[src/rtl/scan_mux_reg_if.sv]
// scan_mux_reg_if: channel inputs, controls and registered outputs.
// master drives inputs; slave is the selector.
//   data_in  CHANNELS*WIDTH  packed channel data, ch k at [k*WIDTH +: WIDTH]
//   sel      SEL_W           manual select
//   mode     1               0 manual, 1 scan
//   en       1               operate / freeze
//   T        WIDTH           registered selected data
//   T_valid  1               T updated this cycle
//   T_chan   SEL_W           channel captured into T
//   sel_err  1               manual sel out of range
//   T_par    1               parity of T (SCAN_MUX_PARITY_EN only)
interface scan_mux_reg_if #(
  parameter int WIDTH    = 1,
  parameter int CHANNELS = 4,
  parameter int SEL_W    = 2
);
  logic [CHANNELS*WIDTH-1:0] data_in;
  logic [SEL_W-1:0]          sel;
  logic                      mode;
  logic                      en;
  logic [WIDTH-1:0]          T;
  logic                      T_valid;
  logic [SEL_W-1:0]          T_chan;
  logic                      sel_err;
`ifdef SCAN_MUX_PARITY_EN
  logic                      T_par;

  modport master (
    output data_in, sel, mode, en,
    input  T, T_valid, T_chan, sel_err, T_par
  );
  modport slave (
    input  data_in, sel, mode, en,
    output T, T_valid, T_chan, sel_err, T_par
  );
`else
  modport master (
    output data_in, sel, mode, en,
    input  T, T_valid, T_chan, sel_err
  );
  modport slave (
    input  data_in, sel, mode, en,
    output T, T_valid, T_chan, sel_err
  );
`endif
endinterface

[src/rtl/scan_mux_reg.sv]
// scan_mux_reg: registered N-channel selector, manual or auto-scan.
// Ports: Clk, async_reset_n (async, active-low), bus (scan_mux_reg_if.slave).
// Option SCAN_MUX_PARITY_EN adds T_par, even parity of T.
module scan_mux_reg #(
  parameter int WIDTH    = 1,
  parameter int CHANNELS = 4,
  parameter int SEL_W    = 2,
  parameter int DWELL    = 3
) (
  input logic          Clk,
  input logic          async_reset_n,
  scan_mux_reg_if.slave bus
);

  localparam int NSLOT = 2 ** SEL_W;
  localparam int DW    = $clog2(DWELL + 1);

  localparam logic [DW-1:0]    DLAST = DW'(DWELL - 1);
  localparam logic [SEL_W-1:0] PLAST = SEL_W'(CHANNELS - 1);

  typedef enum logic [1:0] {
    IDLE,
    MANUAL,
    SCAN
  } state_e;

  state_e           state_q, state_d;
  logic [WIDTH-1:0] t_q, t_d;
  logic             t_valid_q, t_valid_d;
  logic [SEL_W-1:0] t_chan_q, t_chan_d;
  logic             sel_err_q, sel_err_d;
  logic [SEL_W-1:0] scan_ptr_q, scan_ptr_d;
  logic [DW-1:0]    dwell_cnt_q, dwell_cnt_d;
  logic             t_par_q, t_par_d;

  // Pad to a power of two so any sel value indexes in range.
  logic [WIDTH-1:0] ch [NSLOT];

  for (genvar g = 0; g < NSLOT; g++) begin : g_ch
    if (g < CHANNELS) begin : g_in
      assign ch[g] = bus.data_in[g*WIDTH +: WIDTH];
    end else begin : g_pad
      assign ch[g] = '0;
    end
  end

  logic sel_ok;
  assign sel_ok = 32'(bus.sel) < CHANNELS;

  always_comb begin
    state_d     = state_q;
    t_d         = t_q;
    t_valid_d   = 1'b0;
    t_chan_d    = t_chan_q;
    sel_err_d   = 1'b0;
    scan_ptr_d  = scan_ptr_q;
    dwell_cnt_d = dwell_cnt_q;
    t_par_d     = t_par_q;
    unique case (1'b1)
      !bus.en: begin
        state_d = IDLE;
      end
      bus.en && !bus.mode: begin
        state_d = MANUAL;
        if (sel_ok) begin
          t_d       = ch[bus.sel];
          t_chan_d  = bus.sel;
          t_valid_d = 1'b1;
          t_par_d   = ^ch[bus.sel];
        end else begin
          sel_err_d = 1'b1;
        end
      end
      bus.en && bus.mode: begin
        state_d = SCAN;
        // Leaving manual restarts the scan; idle resumes it.
        if (state_q == MANUAL) begin
          scan_ptr_d  = '0;
          dwell_cnt_d = '0;
        end else if (dwell_cnt_q == DLAST) begin
          t_d         = ch[scan_ptr_q];
          t_chan_d    = scan_ptr_q;
          t_valid_d   = 1'b1;
          t_par_d     = ^ch[scan_ptr_q];
          dwell_cnt_d = '0;
          scan_ptr_d  = (scan_ptr_q == PLAST) ? '0
                      : scan_ptr_q + SEL_W'(1);
        end else begin
          dwell_cnt_d = dwell_cnt_q + DW'(1);
        end
      end
    endcase
  end

  always_ff @(posedge Clk or negedge async_reset_n) begin
    if (!async_reset_n) begin
      state_q     <= IDLE;
      t_q         <= '0;
      t_valid_q   <= 1'b0;
      t_chan_q    <= '0;
      sel_err_q   <= 1'b0;
      scan_ptr_q  <= '0;
      dwell_cnt_q <= '0;
      t_par_q     <= 1'b0;
    end else begin
      state_q     <= state_d;
      t_q         <= t_d;
      t_valid_q   <= t_valid_d;
      t_chan_q    <= t_chan_d;
      sel_err_q   <= sel_err_d;
      scan_ptr_q  <= scan_ptr_d;
      dwell_cnt_q <= dwell_cnt_d;
      t_par_q     <= t_par_d;
    end
  end

  assign bus.T       = t_q;
  assign bus.T_valid = t_valid_q;
  assign bus.T_chan  = t_chan_q;
  assign bus.sel_err = sel_err_q;

`ifdef SCAN_MUX_PARITY_EN
  assign bus.T_par = t_par_q;
`else
  logic unused_par;
  assign unused_par = t_par_q;
`endif

endmodule
[src/flat_wrapper.sv]
// flat-port wrapper written by rule: the top's interface ports become plain ports
module scan_mux_reg_flat 
#(
  parameter int WIDTH    = 1,
  parameter int CHANNELS = 4,
  parameter int SEL_W    = 2,
  parameter int DWELL    = 3
)
  (Clk, async_reset_n, bus_data_in, bus_sel, bus_mode, bus_en, bus_T, bus_T_valid, bus_T_chan, bus_sel_err);
  scan_mux_reg_if #(.WIDTH(WIDTH), .CHANNELS(CHANNELS), .SEL_W(SEL_W)) bus_i ();
  input logic Clk;
  input logic async_reset_n;
  input wire logic [$bits(bus_i.data_in)-1:0] bus_data_in;
  input wire logic [$bits(bus_i.sel)-1:0] bus_sel;
  input wire logic [$bits(bus_i.mode)-1:0] bus_mode;
  input wire logic [$bits(bus_i.en)-1:0] bus_en;
  output wire logic [$bits(bus_i.T)-1:0] bus_T;
  output wire logic [$bits(bus_i.T_valid)-1:0] bus_T_valid;
  output wire logic [$bits(bus_i.T_chan)-1:0] bus_T_chan;
  output wire logic [$bits(bus_i.sel_err)-1:0] bus_sel_err;
  assign bus_i.data_in = bus_data_in;
  assign bus_i.sel = bus_sel;
  assign bus_i.mode = bus_mode;
  assign bus_i.en = bus_en;
  assign bus_T = bus_i.T;
  assign bus_T_valid = bus_i.T_valid;
  assign bus_T_chan = bus_i.T_chan;
  assign bus_sel_err = bus_i.sel_err;
  scan_mux_reg #(.WIDTH(WIDTH), .CHANNELS(CHANNELS), .SEL_W(SEL_W), .DWELL(DWELL)) u_core (.Clk(Clk), .async_reset_n(async_reset_n), .bus(bus_i));
endmodule
[config.mk]
export PLATFORM = sky130hd
export DESIGN_NAME = scan_mux_reg_flat
export DESIGN_NICKNAME = d
export VERILOG_FILES = /design/src/rtl/scan_mux_reg_if.sv /design/src/rtl/scan_mux_reg.sv /design/src/flat_wrapper.sv
export SDC_FILE = /design/constraint.sdc
export NUM_CORES = 1
export LEC_CHECK = 0
export BUFFER_PORTS_ARGS = -buffer_cell sky130_fd_sc_hd__buf_2
export CAP_MARGIN = 20
export CORE_AREA = 5 5 42 44
export DETAILED_ROUTE_END_ITERATION = 8
export DIE_AREA = 0 0 47 49
export GPL_ROUTABILITY_DRIVEN = 1
export HOLD_SLACK_MARGIN = 0.05
export PLACE_DENSITY_LB_ADDON = 0.08
export SYNTH_ARGS = -nofsm -noshare
export SYNTH_HDL_FRONTEND = slang
export SYNTH_SLANG_ARGS = --single-unit
[constraint.sdc]
create_clock -name Clk -period 3 [get_ports Clk]
set_clock_uncertainty 0.15 [all_clocks]
set_input_delay 0.6 -clock Clk [delete_from_list [all_inputs] [get_ports Clk]]
set_output_delay 0.6 -clock Clk [all_outputs]
set_load 0.02 [all_outputs]
Yosys cells after proc, flatten, opt, wreduce, memory -nomap -nowiden
Index checks and enable logic that the tools add are counted.
{ "word_totals": {"rom_bits": 0, "output_inout_bits": 5, "elab_cells": 46, "mem_bits_rw": 0, "input_bits": 10, "mem_count": 0, "latch_bits": 0, "register_bits": 10} }
{ "op_classes": {"n_mul": 0, "n_addsub": 2, "eq_ne": 5, "bitwise_logic": 2, "shift": 0, "div": 0, "magnitude_cmp": 2, "muxes": 21, "n_reduce_logical": 8} }
{ "op_table": {"columns": ["operator", "count"], "rows": [
  ["2-to-1 mux 2 bit", 7],
  ["2-to-1 mux 1 bit", 8],
  [">= comparator 3 bit, second input constant", 2],
  ["inverter 2 -> 3 bit", 2],
  ["one-hot mux 2 bit (3 select lines)", 1],
  ["adder 2 x 1 -> 2 bit, second input constant", 2],
  ["binary-select mux 1 bit (select 2 bit)", 2],
  ["== test 2 bit, second input constant", 2],
  ["!= test 2 bit, second input constant", 2],
  ["one-hot mux 1 bit (2 select lines)", 2],
  ["one-hot mux 2 bit (2 select lines)", 1],
  ["nonzero test 2 bit", 2],
  ["AND reduction 3 bit", 1],
  ["== test 2 x 1 -> 1 bit, second input constant", 1],
  ["logical AND 1 bit", 2],
  ["zero test 1 bit", 2],
  ["AND reduction 2 bit", 1]
]} }

Depth between registers and ports, before layout
Gate-level depths: netlist of the first run.
{ "logic_depth": {"ltp_word": 7, "ltp_mapped": 5} }

Least setup slack after synthesis of the first run
OpenSTA, ideal clock, no wires.
{ "synth_timing": {"kind": "input port to flip-flop", "from": "input port bus_data_in[3]", "to": "register u_core.t_q, in the netlist u_core.bus.T", "required_ps": 2725, "n_path_buf": 0, "stages": 4, "setup_time_ps": 125, "slack_ps": 1304, "arrival_time_ps": 1421, "cell_sequence": "mux4_2 > nor2_1 > a311oi_1 > mux2_2"} }
{ "synth_via": {"elab_chain_len": 6, "word_cells_on_any_way": 9, "classes_between": "mux (9)"} }
{ "synth_rtl": {"columns": ["item", "line_no", "text"], "rows": [
  ["from (decl)", "flat_wrapper.sv:13", "input wire logic [$bits(bus_i.data_in)-1:0] bus_data_in;"],
  ["binary-select mux 1 bit (select 2 bit)", "scan_mux_reg.sv:81", "t_d = ch[scan_ptr_q];"],
  ["2-to-1 mux 1 bit (implied by the code) (2 in a row)", "scan_mux_reg.sv:81", null],
  ["2-to-1 mux 1 bit", "scan_mux_reg.sv:80", "end else if (dwell_cnt_q == DLAST) begin"],
  ["2-to-1 mux 1 bit", "scan_mux_reg.sv:77", "if (state_q == MANUAL) begin"],
  ["one-hot mux 1 bit (2 select lines) (*)", "scan_mux_reg.sv:59", "unique case (1'b1)"],
  ["to (signal assigned)", "scan_mux_reg.sv:107", "t_q <= t_d;"],
  ["to (decl)", "scan_mux_reg.sv:28", "logic [WIDTH-1:0] t_q, t_d;"]
]} }
Every way passes the cells marked *; elsewhere a longest branch is shown, timed or not. The select of a mux whose other input is x is not followed.
A chain may end at the register's enable or synchronous reset.

Final worst setup path of the first run
{ "layout_timing": {"from": "register u_core.scan_ptr_q[0]", "to": "register u_core.t_q, in the netlist u_core.bus.T"} }
{ "layout_via": {"elab_chain_len": 7} }
{ "layout_rtl": {"columns": ["item", "line_no", "text"], "rows": [
  ["from (decl)", "scan_mux_reg.sv:32", "logic [SEL_W-1:0] scan_ptr_q, scan_ptr_d;"],
  ["from (signal assigned)", "scan_mux_reg.sv:111", "scan_ptr_q <= scan_ptr_d;"],
  ["inverter 2 -> 3 bit (implied by the code)", "scan_mux_reg.sv:81", null],
  ["binary-select mux 1 bit (select 2 bit)", "scan_mux_reg.sv:81", null],
  ["2-to-1 mux 1 bit (implied by the code) (2 in a row)", "scan_mux_reg.sv:81", null],
  ["2-to-1 mux 1 bit", "scan_mux_reg.sv:80", null],
  ["2-to-1 mux 1 bit", "scan_mux_reg.sv:77", null],
  ["one-hot mux 1 bit (2 select lines)", "scan_mux_reg.sv:59", null]
]} }
Every way passes these cells. The select of a mux whose other input is x is not followed.

==> reports/results.tsv, run 1 <==
metric	value	unit
io_pins	15	
p_leak	0.000306	uW
powerDensity	661	nW/um^2
grt_pass1_vias	353	
synth-simple-area-share	14.3	%
synthAdderAreaFrac	2.46	%
clockBufferDepth	2	
cts_root_buf	clkbuf_4	
post_cts_buffers	0	
ys_ff_latch	10	
fin_area	618	sq um
coreArea	1400	sq um
cp.required	3000	ps
cp_max_fo	5	
final_antenna_net_count	0	
timing.rr.start	u_core.scan_ptr_q[0]	
start_util	36.2	%
crit_slowest_cell	mux4_2	
first_iter_violations	12	
max_cap_violations	0	
synth_compound_area_share	17.7	%
ir_drop	0.244	mV
yosys.area_share.xor_xnor	0	%
crit_path_max_incr_delay	520	ps
die_w	47	um
critPathKind	flip-flop to flip-flop	
dr_total_vias	394	
placed_cells	73	
stdcell_count	77	
r2r_slack	1380	ps
fin_nets	74	
syn2layout_area_growth	21.7	%
critPathCaptureType	flip-flop	
ctsHtreeMaxLevel	1	
cp.arrival	1620	ps
status	completed	
yosysWarnings	0	
syn_avg_cell_area	11.3	sq um
track_usage	9.58	%
drtPass1Iterations	3	
grt_pass1_wl	1530	um
syn_nets	56	
timing.fmax	0.618	GHz
cts_made_buffers	3	
cp-endpoint	u_core.bus.T	
ys_seq_area_share	49.3	%
grt_overflow	0	
syn-cell-area	508	sq um
path_cells	mux4_2 -> nor2_1 -> a311oi_1 -> mux2_2	
finalCritPeriodShare	53.9	%
synth_top_family_by_area	compound AO/OA/AOI/OAI gates	
port_buffers	13	
r2r-end	u_core.bus.T	
antenna_cells	0	
hold_class	flip-flop to flip-flop	
synthCells	45	
rsz0062_at_grt	false	
hold_viol_final	0	
gp_congestion	0.727	
drive_above_1_share	34.4	%
pre_cts_ws	1130	ps
tns	0	ps
synthMuxAreaShare	12.6	%
post-route-min-period	1620	ps
clock_latency	260	ps
rows	14	
drt_wl_total	982	um
fin_ws	1380	ps
antenna_found_initial	0	
cts_sinks	10	
setup_viol	0	
drc	0	
post_dp_cell_area	586	sq um
grt_max_degree	11	
cts.clk_slew.worst_paths	60	ps
cts_tree	yes	
routedWlPerCell	12.8	um
synth_cell_types	23	
startpoint_type	flip-flop	
drv_slew	0	
vias_per_cell	5.12	
fp.dieH	49	um
fp.dieArea	2300	sq um
ff2ff_path_depth	4	
startpoint	u_core.scan_ptr_q[0]	
hpwlAfterDp	789	um
[through the flow]
| stage | hold slack (ps) | util, % | total power [uW] |
|---|---|---|---|
| finish | 350 | 44.1 | 409 |
| global route | 366 | 44.1 | 444 |
| CTS | 354 | 44.1 | 419 |
| detailed placement | 329 | 41.8 | 323 |
| global placement | 324 | 41.8 | 321 |
| floorplan | 154 | - | 281 |
[logic make-up (layout without fill, tap and decap cells)]
kind of cell / Yosys count / after routing
AND/OR/NAND/NOR: 13 / 13
AO/OA/AOI/OAI: 12 / 12
flip-flops: 10 / 10
multiplexers: 5 / 5
buffers and inverters: 3 / 19
adder cells (fa/ha/maj): 1 / 1
other: 1 / 1
[cell usage after synthesis, drive strengths merged]
library cell,number,area [sq um]
inv,2,7.50
a2111oi,1,15.0
nor2b,3,18.8
dfrtp,10,250
mux2,1,11.3
a311oi,1,8.76
nand2b,2,12.5
ha,1,12.5
a22o,3,26.3
nand2,3,18.8
conb,1,3.75
and2b,1,7.51
nor2,4,15.0
buf,1,7.51
a31oi,2,12.5
mux4,1,22.5
a21oi,2,10.0
o31ai,1,7.51
mux2i,3,30.0
o21ai,2,10.0
[registers in the layout (all words and copies together), names as in the netlist]
name                flops
u_core.bus.T_chan       2
u_core.dwell_cnt_q      2
u_core.scan_ptr_q       2
u_core.state_q          2
u_core.bus.T            1
u_core.bus.T_valid      1
[layout make-up]
cell class / instances / area [sq um]
tap: 16 / 20.0
inverter: 2 / 7.51
fill: 147 / 783
multi-input combinational: 32 / 243
clock buffer: 3 / 22.5
timing repair buffer: 14 / 75.1
sequential: 10 / 250
[metal layers]
metal	routed length (um)	share of wire, %	global-route usage (%)	up-vias
met2	464	47	14.0	10
li1	-	-	-	196
met3	72	7.3	3.32	2
met5	0	0	0	-
met1	427	43	11.7	186
met4	17	1.7	5.53	0
[how the worst min path moves through the flow]
stage | cells past startpoint | startpoint | end | slack, ps
after floorplan | 0 | async_reset_n | u_core.bus.T | 150
after global placement | 1 | async_reset_n | u_core.state_q[0] | 320
after detailed placement | 1 | async_reset_n | u_core.state_q[0] | 330
after CTS | 1 | u_core.bus.T | u_core.bus.T | 350
after global routing | 1 | u_core.bus.T | u_core.bus.T | 370
final | 1 | u_core.bus.T | u_core.bus.T | 350
[cells in the final DEF, fill, tap and decap left out, types with 2 or more instances in the layout]
cell type	instances
mux2i_1	3
clkbuf_4	3
buf_2	13
nand2b_1	2
nand2_1	2
a22o_1	3
nor2b_1	3
nor2_1	4
dfrtp_1	10
a31oi_1	2
a21oi_1	2
[power breakdown]
group	switching (uW)	leakage [uW]	internal (uW)	total, uW
logic	60.1	0.000167	61.3	121
registers	29.7	0.000125	167	197
clock network	44.1	0.0000138	46.3	90.4
[repair_timing]
action,4_1_cts,5_1_grt
resized for setup,0,0
hold buffers,1,0
hold endpoints to repair,10,0
[worst max-delay path, delay by kind of cell, from the launching register on]
kind	cells	cell delay [ps]
mux	2	780
flops	1	430
simple gates	1	100
compound gates	1	50
Power figures use the tool's default switching activity.
==> inputs of run 2 (changes only) <==
Clock period 3 ns to 1.6 ns, I/O delays scaled along.
==> run 2 against run 1 <==
Effect of this change: flip-flop and latch count stayed put; register-to-register slack got worse by 1300 ps; count of clock-buffer cells in the layout rose by 1; global-route usage is 0.36 points higher; clock power rose to 2.6 times the previous value; non-clock buffer count is 6 higher; total power up 110%; first-iteration DRC count shrank 58%; hold slack worse by 240 ps; final area is 9.5% higher; setup slack got worse by 1300 ps.
==> reports/results.tsv, run 2 (synthesis gave the netlist of run 1 again) <==
metric	value	unit
status	completed	
drive_above_1_share	41.2	%
drc	0	
p_clk_share	27.2	%
coreArea	1400	sq um
fin_nets	80	
fp.dieH	49	um
drt_wl_total	1100	um
setup_viol	0	
drtPass1Iterations	3	
startpoint_type	flip-flop	
cts_root_buf	clkbuf_4	
drv_slew	0	
timing.fmax	0.656	GHz
cts_sinks	10	
fillers	134	
crit_path_max_incr_delay	490	ps
track_usage	9.94	%
p_leak	0.000342	uW
cts_made_buffers	3	
rows	14	
critPathCaptureType	flip-flop	
port_buffers	13	
ctsHtreeMaxLevel	1	
path_cells	mux4_2 -> nor2_1 -> a311oi_1 -> mux2_2	
dr_total_vias	421	
clock_latency	270	ps
gp_congestion	0.699	
post-route-min-period	1530	ps
swShare	31.2	%
antenna_cells	0	
cp.required	1610	ps
hold_viol_final	0	
antenna_found_initial	0	
cp.arrival	1530	ps
fp.dieArea	2300	sq um
finalCritPeriodShare	95.3	%
placed_cells	79	
grt_overflow	0	
vias_per_cell	5.01	
max_cap_violations	0	
ir_drop	0.562	mV
die_w	47	um
syn2layout_area_growth	33.3	%
grt_pass1_vias	380	
routedWlPerCell	13.0	um
stdcell_count	84	
grt_max_degree	11	
cts_tree	yes	
crit_slowest_cell	mux4_2	
final_antenna_net_count	0	
cts.clk_slew.worst_paths	70	ps
final_cell_mix	13 x buf_2, 10 x dfrtp_1, 6 x buf_4, 4 x nor2_1	
first_iter_violations	5	
post_cts_resize_count	0	
hpwlAfterDp	844	um
hold_class	primary input to flip-flop	
seqPwrFrac	42.0	%
cp_max_fo	2	
post_cts_buffers	0	
final_common_cell	buf_2	
tns	0	ps
grt_pass1_wl	1600	um
final_util	48.3	%
switchingPower	267	uW
p_int	590	uW
io_pins	15	
clockBufferDepth	2	
powerDensity	1270	nW/um^2
start_util	36.2	%
combinationalPowerShare	30.8	%
rsz0062_at_grt	false	
critPathKind	flip-flop to flip-flop	
run 2: cell count changes in the layout (fill, tap and decap cells not counted):
cell and delta:
clkbuf_8 +1, buf_4 +6
run 2: path summary, 6_finish.rpt:
kind	start	to	slack (ps)	cells after the start
max in group asynchronous	async_reset_n	u_core.scan_ptr_q[1]	820	2
setup / recovery	u_core.scan_ptr_q[0]	u_core.bus.T	70	4
hold / removal	bus_mode	u_core.state_q[0]	110	2
min in group asynchronous	async_reset_n	u_core.bus.T_valid	290	2
setup reg to reg	u_core.scan_ptr_q[0]	u_core.bus.T	70	4
hold reg to reg	u_core.bus.T	u_core.bus.T	350	1
run 2: power groups by stage:
stage	clock [uW]	sequential, uW	combinational (uW)
global placement	0	368	260
global route	257	368	289
CTS	241	360	268
finish	233	359	264
detailed placement	0	365	265
floorplan	0	394	133
run 2: layer usage:
| metal | part of all wire [%] | routed length, um | global-route usage [%] |
|---|---|---|---|
| met1 | 42 | 459 | 10.8 |
| met2 | 52 | 566 | 16.1 |
| met3 | 5.8 | 64 | 2.21 |
| met4 | 0.46 | 5 | 6.91 |
| met5 | 0 | 0 | 0 |
run 2: timing repair:
| item | in CTS | in global routing |
|---|---|---|
| hold endpoints to repair | 10 | 0 |
| hold buffers | 1 | 0 |
| endpoints found under the setup margin | 0 | 0 |
run 2: final cells by class:
| cell class | instances | area [sq um] | area share [%] |
|---|---|---|---|
| Clock buffer | 4 | 36.3 | 5.36 |
| Tap cell | 16 | 20.0 | 2.96 |
| Multi-Input combinational cell | 32 | 243 | 35.9 |
| Timing Repair Buffer | 20 | 120 | 17.7 |
| Sequential cell | 10 | 250 | 37.0 |
| Inverter | 2 | 7.51 | 1.11 |
run 2: critical path: cells and delay by family (launching register included):
family,cells,cell delay (ps)
compound gates,1,50
flops,1,370
mux,2,750
simple gates,1,90
run 2: stage by stage:
| step | worst slack [ps] | power (uW) | hold slack [ps] | instance area [sq um] |
|---|---|---|---|---|
| 2_1_floorplan | 49.8 | 527 | -126 | 508 |
| 3_3_place_gp | 55.6 | 628 | 43.6 | 631 |
| 3_5_place_dp | 32.3 | 630 | 43.8 | 631 |
| 4_1_cts | 64.0 | 869 | 108 | 677 |
| 5_1_grt | 22.6 | 914 | 109 | 677 |
| 6_report | 74.5 | 857 | 107 | 677 |
==> inputs of run 3 (changes only) <==
Settings changed: ABC_AREA from default to 1, SLEW_MARGIN from default to 20.
==> run 3 against run 2 <==
Effect of this change: synthesized area increased by 7.6%; largest cell class unchanged; highest routed layer unchanged; flip-flop and latch count did not move; utilization shrank 1.4 points; maximum frequency grew 17%; count of clock-buffer cells in the layout fell by 1; final area shrank 3.0%.
==> reports/results.tsv, run 3 <==
metric	value	unit
p_leak	0.000364	uW
ctsHtreeMaxLevel	1	
antenna_found_initial	0	
cts.clk_slew.worst_paths	60	ps
fp.dieH	49	um
clockBufferDepth	2	
synthTopCellsByCount	20 x nand2_1, 10 x dfrtp_1, 7 x inv_1	
max_cap_violations	0	
synth.most_common_cell	nand2_1	
cp.required	1630	ps
drv_slew	0	
critPathKind	flip-flop to flip-flop	
setup_viol	0	
power	828	uW
switchingPower	305	uW
swShare	36.8	%
final_cell_mix	20 x nand2_1, 13 x buf_2, 10 x dfrtp_1, 7 x inv_1	
tns	0	ps
yosysTopAreaCell	dfrtp_1	
drtPass1Iterations	4	
yosys-top-cells-area	dfrtp_1 46%, nand2_1 14%, nand2_4 6.2%	
vias_per_cell	4.53	
syn_avg_cell_area	8.04	sq um
synth_top_area_share	45.8	%
synthCells	68	
post-route-min-period	1310	ps
synth_cell_types	17	
seqPwrFrac	45.1	%
start_util	39.0	%
io_pins	15	
startpoint_type	flip-flop	
clock_latency	260	ps
gp_congestion	0.782	
fp.dieArea	2300	sq um
grt_overflow	0	
whs	227	ps
cp.arrival	1340	ps
cp_max_fo	6	
grt_pass1_wl	1810	um
dr_total_vias	453	
final_antenna_net_count	0	
drt_wl_total	1020	um
r2r_slack	290	ps
fin_nets	97	
drc	0	
antenna_cells	0	
grt_max_degree	11	
final_common_cell	nand2_1	
cts_root_buf	clkbuf_4	
hold_class	primary input to flip-flop	
syn_nets	79	
post_cts_resize_count	0	
powerDensity	1260	nW/um^2
timing.fmax	0.765	GHz
p_clk_share	20.3	%
combinationalPowerShare	34.6	%
grt_pass1_vias	424	
syn2layout_area_growth	20.1	%
ir_drop	0.601	mV
die_w	47	um
rows	14	
coreArea	1400	sq um
yosysWarnings	0	
ys_ff_latch	10	
critPathCaptureType	flip-flop	
finalCritPeriodShare	81.7	%
routedWlPerCell	10.2	um
status	completed	
cts_sinks	10	
drive_above_1_share	28.6	%
port_buffers	13	
ys_seq_area_share	45.8	%
hpwlAfterDp	829	um
rsz0062_at_grt	false	
track_usage	11.1	%
async_reset_ff_share	100	%
cts_tree	yes	
syn-cell-area	547	sq um
p_int	523	uW
ys.flop_type	dfrtp_1	
hold_viol_final	0	
cts_made_buffers	3	
synth_edf_count	0	
first_iter_violations	5	
## run 3: changes by cell type after synthesis, sizes merged, moves of 2 or more
cell / change
a31oi: -2
a21oi: +2
nand3: +6
inv: +8
nand2b: -2
nor2b: -3
o21ai: +2
a22o: -3
nand2: +20
mux2i: -3
## run 3: what timing repair did
item / CTS / global route
hold buffers: 1 / 0
endpoints found under the hold margin: 10 / 0
buffers inserted: 0 / 0
## run 3: cells by family (layout without fill, tap and decap cells)
group | count (synthesis) | count (layout) | share of synthesized area, %
AOI/OAI and AO/OA | 10 | 10 | 9.84
adders and majority gates | 1 | 1 | 2.29
buffers and inverters | 11 | 27 | 9.16
DFF | 10 | 10 | 45.8
other | 1 | 1 | 0.686
and+or+nand+nor | 35 | 35 | 32.3
## run 3: cell type report
class	instances	area [sq um]
clock buffers	3	22.5
fillers	153	744
inverters	10	42.5
multi-input cells	47	246
flip-flops and latches	10	250
well taps	16	20.0
repair buffers	14	75.1
## run 3: final timing paths
| check | endpoint | cells after the start | from |
|---|---|---|---|
| worst min-delay path | u_core.state_q[1] | 3 | bus_en |
| worst min register to register | u_core.dwell_cnt_q[1] | 1 | u_core.dwell_cnt_q[1] |
| worst max-delay path | u_core.scan_ptr_q[0] | 3 | u_core.scan_ptr_q[0] |
| max in group asynchronous | u_core.bus.T_valid | 2 | async_reset_n |
| min in group asynchronous | u_core.dwell_cnt_q[0] | 2 | async_reset_n |
| worst max register to register | u_core.scan_ptr_q[0] | 3 | u_core.scan_ptr_q[0] |
## run 3: layer usage
layer / wire [um] / up-vias / track usage [%]
met5: 0 / - / 0
met1: 469 / 189 / 13.6
met4: 29 / 0 / 9.68
met2: 465 / 13 / 15.6
li1: - / 247 / -
met3: 58 / 4 / 2.21
## run 3: power groups by stage
stage	logic (uW)	registers [uW]	clock network [uW]
finish	286	373	168
global placement	286	377	0
floorplan	181	401	0
detailed placement	286	379	0
CTS	291	374	176
global route	329	384	193
## run 3: through the flow
| step | setup WS [ps] | cell area (sq um) | cells | util, % |
|---|---|---|---|---|
| detailed placement | 296 | 624 | 96 | 44.6 |
| finish | 293 | 657 | 100 | 46.9 |
| global placement | 330 | 624 | 96 | 44.6 |
| CTS | 286 | 657 | 100 | 46.9 |
| global route | 218 | 657 | 100 | 46.9 |
| floorplan | 361 | 547 | 68 | - |
## run 3: worst max-delay path: stages, from the launching register on
cell and delay, ps:
dfrtp_1 420, ha_1 200, or2_2 280, o22ai_1 170
